`src/rtl/sub_bytes_lanes.sv`:
```
`timescale 1ns/1ps
// AES SubBytes over LANES S-box lanes per cycle, 16/LANES cycles per state, result held under out_ready backpressure.
// Define SUBBYTES_INV_EN to pair every lane with an inverse S-box selected by the latched in_mode.
module sub_bytes_lanes #(
  parameter int LANES = 4
) (
  input  logic         clk,
  input  logic         n_rst,
  input  logic         in_valid,
  output logic         in_ready,
  input  logic         in_mode,
  input  logic [127:0] data_in,
  output logic         out_valid,
  input  logic         out_ready,
  output logic [127:0] data_out,
  output logic         busy
);
  localparam int P  = 16 / LANES;
  localparam int CW = (P > 1) ? $clog2(P) : 1;
  localparam int GW = 8 * LANES;

  if (LANES != 1 && LANES != 2 && LANES != 4 && LANES != 8 && LANES != 16) begin : g_bad_lanes
    $error("sub_bytes_lanes: LANES must be 1, 2, 4, 8 or 16");
  end

  function automatic logic [7:0] gf_mul(input logic [7:0] a, input logic [7:0] b);
    logic [7:0] p;
    logic [7:0] aa;
    p  = 8'h00;
    aa = a;
    for (int i = 0; i < 8; i++) begin
      if (b[i]) p = p ^ aa;
      aa = {aa[6:0], 1'b0} ^ (aa[7] ? 8'h1b : 8'h00);
    end
    return p;
  endfunction

  // x^254 is the multiplicative inverse in GF(2^8) and maps 0 to 0
  function automatic logic [7:0] gf_inv(input logic [7:0] x);
    logic [7:0] r;
    logic [7:0] sq;
    r  = 8'h01;
    sq = x;
    for (int i = 0; i < 7; i++) begin
      sq = gf_mul(sq, sq);
      r  = gf_mul(r, sq);
    end
    return r;
  endfunction

  function automatic logic [7:0] sbox_fwd(input logic [7:0] x);
    logic [7:0] y;
    y = gf_inv(x);
    return y ^ {y[6:0], y[7]} ^ {y[5:0], y[7:6]} ^ {y[4:0], y[7:5]} ^ {y[3:0], y[7:4]} ^ 8'h63;
  endfunction

`ifdef SUBBYTES_INV_EN
  function automatic logic [7:0] sbox_inv(input logic [7:0] s);
    logic [7:0] t;
    t = {s[6:0], s[7]} ^ {s[4:0], s[7:5]} ^ {s[1:0], s[7:2]} ^ 8'h05;
    return gf_inv(t);
  endfunction

  logic mode_q;
`else
  logic unused_in_mode;
  assign unused_in_mode = in_mode;
`endif

  typedef enum logic [1:0] {IDLE, SUB, HOLD} state_t;

  state_t        state, state_nxt;
  logic [CW-1:0] pass;
  logic [127:0]  in_reg;
  logic [127:0]  res_reg;
  logic          accept;
  logic          last_pass;
  logic [6:0]    grp_base;
  logic [GW-1:0] grp_in;
  logic [GW-1:0] grp_out;

  assign in_ready  = (state == IDLE) | ((state == HOLD) & out_ready);
  assign accept    = in_valid & in_ready;
  assign last_pass = (pass == CW'(P - 1));
  assign out_valid = (state == HOLD);
  assign busy      = (state != IDLE);
  assign data_out  = res_reg;

  // pass 0 works on the most significant byte group
  assign grp_base = 7'((P - 1 - int'(pass)) * GW);
  assign grp_in   = in_reg[grp_base +: GW];

  always_comb begin
    grp_out = '0;
    for (int l = 0; l < LANES; l++) begin
`ifdef SUBBYTES_INV_EN
      grp_out[8*l +: 8] = mode_q ? sbox_inv(grp_in[8*l +: 8]) : sbox_fwd(grp_in[8*l +: 8]);
`else
      grp_out[8*l +: 8] = sbox_fwd(grp_in[8*l +: 8]);
`endif
    end
  end

  always_comb begin
    state_nxt = state;
    case (state)
      IDLE: if (accept) state_nxt = SUB;
      SUB:  if (last_pass) state_nxt = HOLD;
      HOLD: begin
        if (accept)         state_nxt = SUB;
        else if (out_ready) state_nxt = IDLE;
      end
      default: state_nxt = IDLE;
    endcase
  end

  always_ff @(posedge clk or negedge n_rst) begin
    if (!n_rst) begin
      state   <= IDLE;
      pass    <= '0;
      in_reg  <= '0;
      res_reg <= '0;
`ifdef SUBBYTES_INV_EN
      mode_q  <= 1'b0;
`endif
    end else begin
      state <= state_nxt;
      if (accept) begin
        in_reg <= data_in;
        pass   <= '0;
`ifdef SUBBYTES_INV_EN
        mode_q <= in_mode;
`endif
      end else if (state == SUB) begin
        pass <= last_pass ? '0 : pass + 1'b1;
      end
      if (state == SUB) res_reg[grp_base +: GW] <= grp_out;
    end
  end

endmodule

```
`config.mk`:
```
export PLATFORM = sky130hd
export DESIGN_NAME = sub_bytes_lanes
export DESIGN_NICKNAME = d
export VERILOG_FILES = /design/src/rtl/sub_bytes_lanes.sv
export SDC_FILE = /design/constraint.sdc
export NUM_CORES = 2
export LEC_CHECK = 0
export BUFFER_PORTS_ARGS = -buffer_cell sky130_fd_sc_hd__clkbuf_2
export CORE_ASPECT_RATIO = 2
export CORE_MARGIN = 2
export CORE_UTILIZATION = 47
export DETAILED_ROUTE_END_ITERATION = 7
export GPL_ROUTABILITY_DRIVEN = 0
export GPL_TIMING_DRIVEN = 0
export PLACE_DENSITY = 0.74
export SLEW_MARGIN = 20
export SYNTH_ARGS = -nofsm -noshare
export SYNTH_HDL_FRONTEND = slang
export SYNTH_SLANG_ARGS = --single-unit
```
`constraint.sdc`:
```
create_clock -name clk -period 46.2 [get_ports clk]
set_clock_uncertainty 0.05 [all_clocks]
set_input_delay 0 -clock clk [delete_from_list [all_inputs] [get_ports clk]]
set_output_delay 0 -clock clk [all_outputs]
set_load 0.05 [all_outputs]
```
==> tab_implementation.tex <==
\begin{tabular}{lr}
\hline
Metric & Value \\
\hline
\multicolumn{2}{l}{\textbf{Clock network}} \\
\quad Clk root buf & clkbuf\_16 \\
\quad Clock sink count & 260 \\
\quad Clock-pin transition on the worst setup and hold timing paths & 0.07 ns \\
\quad Number of buffers added by the clock tree synthesis step & 30 \\
\quad Clock Latency Late Sink & 0.63 ns \\
\quad Max H-tree Level & 1 \\
\quad Hold buffer count at CTS & 132 \\
\quad Clock Tree Buf Depth & 3 \\
\quad Post-CTS setup buffer count & 0 \\
\quad Post-cts sizing count & 0 \\
\quad TritonCTS clock tree & yes \\
\multicolumn{2}{l}{\textbf{Timing}} \\
\quad Final worst path period share & 51.4\% \\
\quad Final number of hold-violating endpoints & 0 \\
\quad Final-report setup violation count & 0 \\
\quad Max Clk Rate & 0.0421 GHz \\
\quad Worst relative slew slack & 19.5\% \\
\quad Min cycle time layout & 23.76 ns \\
\quad Post-route worst setup slack & approximately 22 ns \\
\quad Transition at the pin with the smallest max-transition slack & 1.20 ns \\
\quad Max-slew violation count & 0 \\
\quad Total negative slack for setup checks & 0 ns \\
\quad Setup repair after global routing missed its margin & false \\
\multicolumn{2}{l}{\textbf{Placed design}} \\
\quad Worst setup slack before clock tree synthesis & 23.94 ns \\
\quad Hpwl dp & 194000 µm \\
\quad Buffers on Ports & 262 \\
\multicolumn{2}{l}{\textbf{Drt}} \\
\quad Number of DRC violations after detailed routing & 0 \\
\quad Via Count & 70484 \\
\quad Via-to-Cell Ratio & 6.39 \\
\quad Number of nets with antenna violations after detailed routing & 0 \\
\quad First-pass DRT Iterations & 7 \\
\quad Iteration-0 DRC count of the detailed router & 6679 \\
\quad Detailed-route wire length per cell & 23.3 µm \\
\quad Wirelength, routed & approximately 260000 µm \\
\multicolumn{2}{l}{\textbf{GRT}} \\
\quad Initial antenna violation count & 13 \\
\quad GRT Residual Overflow & 0 \\
\quad Via count of the first global-routing pass & between 70000 and 80000 \\
\quad GRT met1 Usage & 32.5\% \\
\quad Wire length of the first global-routing pass & 393000 µm \\
\quad Met2 routing resource usage after global routing & 58.8\% \\
\quad GR Util met3 & under 10\% \\
\quad Largest net degree at the start of global routing & 94 \\
\quad Overall Global Routing Usage & between 30\% and 40\% \\
\quad Global-route layer with the greatest usage & met2 \\
\multicolumn{2}{l}{\textbf{Yosys}} \\
\quad Sequential area share after synthesis & 9.45\% \\
\quad Count of warnings emitted by yosys & 0 \\
\quad Post-Synthesis Mean Instance Area & 7.94 µm² \\
\quad Netlist area before placement & 68900 µm² \\
\quad Post-synth ARST share & 100\% \\
\quad Primary FF master, synth & dfrtp\_1 \\
\quad Cell taking the most area after synthesis & xnor2\_1 \\
\quad \#FFs+latches synth & 260 \\
\quad Area fraction of the dominant cell type after synthesis & 19.1\% \\
\quad Cells after synthesis & 8673 \\
\quad EDFF count, synth & 0 \\
\quad Largest cells by area after synthesis & xnor2\_1, xnor3\_1, dfrtp\_1 \\
\quad Library cells used by synthesis & 124 \\
\quad Net Count, Synth & 8839 \\
\multicolumn{2}{l}{\textbf{Setup path}} \\
\quad Worst path top cell family by delay & XOR/XNOR gates \\
\quad Slowest library cell on the worst path & a211oi\_1 \\
\quad Data required time of the critical path & around 47 ns \\
\quad Maximum fanout along the worst path & 10 \\
\quad Register-to-register setup slack & 22.44 ns \\
\quad Startpoint-to-endpoint class of the critical path & flip-flop to flip-flop \\
\quad RR Endpoint & data\_out[81]\$\_DFFE\_PN0P\_ \\
\quad Startpoint of the lowest-slack register-to-register path & pass[1]\$\_DFFE\_PN0P\_ \\
\quad Worst R2R Path Depth & 62 \\
\quad Launching element type of the critical path & flip-flop \\
\quad Start point of the critical path & pass[1]\$\_DFFE\_PN0P\_ \\
\quad Delay contributed by the slowest stage of the critical path & 0.92 ns \\
\quad Critical Path AT & between 20 and 25 ns \\
\quad Count of buffering cells on the critical path with inverters included & 14 \\
\quad Crit end category & flip-flop \\
\multicolumn{2}{l}{\textbf{Floorplanning}} \\
\quad Die Area & roughly 150000 µm² \\
\quad Area of the core & 145000 µm² \\
\quad Ports placed on the boundary & roughly 260 \\
\quad FP Rows & approximately 200 \\
\quad Initial core utilization & between 40\% and 50\% \\
\quad Width of the die & about 270 µm \\
\quad Die height & 545 µm \\
\multicolumn{2}{l}{\textbf{Hold path}} \\
\quad Critical hold path startpoint & data\_in[70] \\
\quad Worst hold path cell count & 3 \\
\quad Type of the tightest min-delay check & input pin to flip-flop \\
\quad Sink of the worst hold path & in\_reg[70]\$\_DFFE\_PN0P\_ \\
\multicolumn{2}{l}{\textbf{Final layout}} \\
\quad Fraction of final layout cells with drive strength greater than 1 & about 11\% \\
\quad End-of-flow core utilization & 51.7\% \\
\quad Count of fill cells added during filler insertion & $\sim$13000 \\
\quad Final \#Nets & 9271 \\
\quad Area growth, synth to finish & 9.13\% \\
\multicolumn{2}{l}{\textbf{Run status}} \\
\quad Outcome & finished, final reports clean \\
\multicolumn{2}{l}{\textbf{Flow run}} \\
\quad Count of maximum capacitance violations & 0 \\
\hline
\end{tabular}
[layer usage]
metal,vias to the layer above,wire (µm)
met5,-,77
met2,4617,128000
li1,31221,-
met4,12,25100
met3,1666,20600
met1,32968,83700
[worst register-to-register path: cells and delay by family, from the launching register on]
kind	cells	cell delay [ns]
muxes	5	2.13
buffers and inverters	14	4.69
and+or+nand+nor	12	2.67
xor gates and xnor gates	13	7.37
AOI/OAI and AO/OA	15	5.02
adders and majority gates	3	1.29
DFF	1	0.39
[cells in the final DEF (no fill, tap or decap), drive strengths merged, types with 28 or more instances in the layout]
master	n
xnor2	1654
nor2	1143
nand2	903
clkbuf	694
o21ai	509
xor2	454
a21oi	432
xnor3	352
dfrtp	260
nor3	253
nand3	199
mux2i	197
buf	186
mux2	174
dlygate4sd3	132
o22ai	131
a31oi	96
a211oi	85
inv	84
o211ai	62
a22oi	57
and2	56
xor3	55
and3	51
nand2b	50
nor4	45
o31ai	43
nor2b	42
or3	40
nand4	39
o21a	38
or2	36
a22o	35
ha	33
o32ai	33
a32oi	32
mux4	31
o221ai	28
[synthesized netlist by cell type, drive strengths merged, types with 51 or more instances]
cell,number
a211oi,85
a21oi,432
a22oi,57
a31oi,96
and2,56
and3,51
buf,182
clkbuf,395
dfrtp,260
inv,81
mux2,174
mux2i,197
nand2,903
nand3,199
nor2,1143
nor3,253
o211ai,62
o21ai,509
o22ai,131
xnor2,1654
xnor3,352
xor2,454
xor3,55
[final cells by class]
type	count	area [µm²]	area share, %
Clock buffer	35	800	1.06
Inverter	94	354	0.471
Timing Repair Buffer	400	2750	3.66
Sequential cell	260	6510	8.66
Tap cell	1900	2380	3.16
Buffer	577	2510	3.34
Clock inverter	18	146	0.195
Multi-Input combinational cell	7742	59700	79.4
Antenna cell	8	20.0	0.0266
[worst max-delay path by stage]
stage | endpoint | slack [ns] | cells past startpoint
after floorplan | data_out[12]$_DFFE_PN0P_ | 29.51 | 67
after CTS | data_out[41]$_DFFE_PN0P_ | 23.87 | 67
after global routing | data_out[45]$_DFFE_PN0P_ | 21.73 | 69
after global placement | data_out[80]$_DFFE_PN0P_ | 23.81 | 60
final | data_out[81]$_DFFE_PN0P_ | 22.44 | 62
after detailed placement | data_out[41]$_DFFE_PN0P_ | 23.94 | 67
[logic make-up after synthesis]
family	count (synthesis)	synth area share, %
AND/OR/NAND/NOR	2935	18.7
XOR/XNOR	2515	42.9
AO/OA/AOI/OAI	1852	17.4
buffers and inverters	671	4.15
multiplexers	402	6.77
flip-flops	260	9.45
adder cells (fa/ha/maj)	38	0.672
[stage by stage]
stage | area, µm² | cells | hold slack [ns]
finish | 75200 | 11034 | 0.101
global route | 75100 | 11029 | 0.104
CTS | 75000 | 11024 | 0.0903
detailed placement | 72700 | 10839 | -0.160
global placement | 72600 | 10835 | 0.183
floorplan | 68900 | 8673 | -0.346
Power is not shown: default switching activity piles up to over one toggle a cycle in this logic, so the estimate is an artifact.
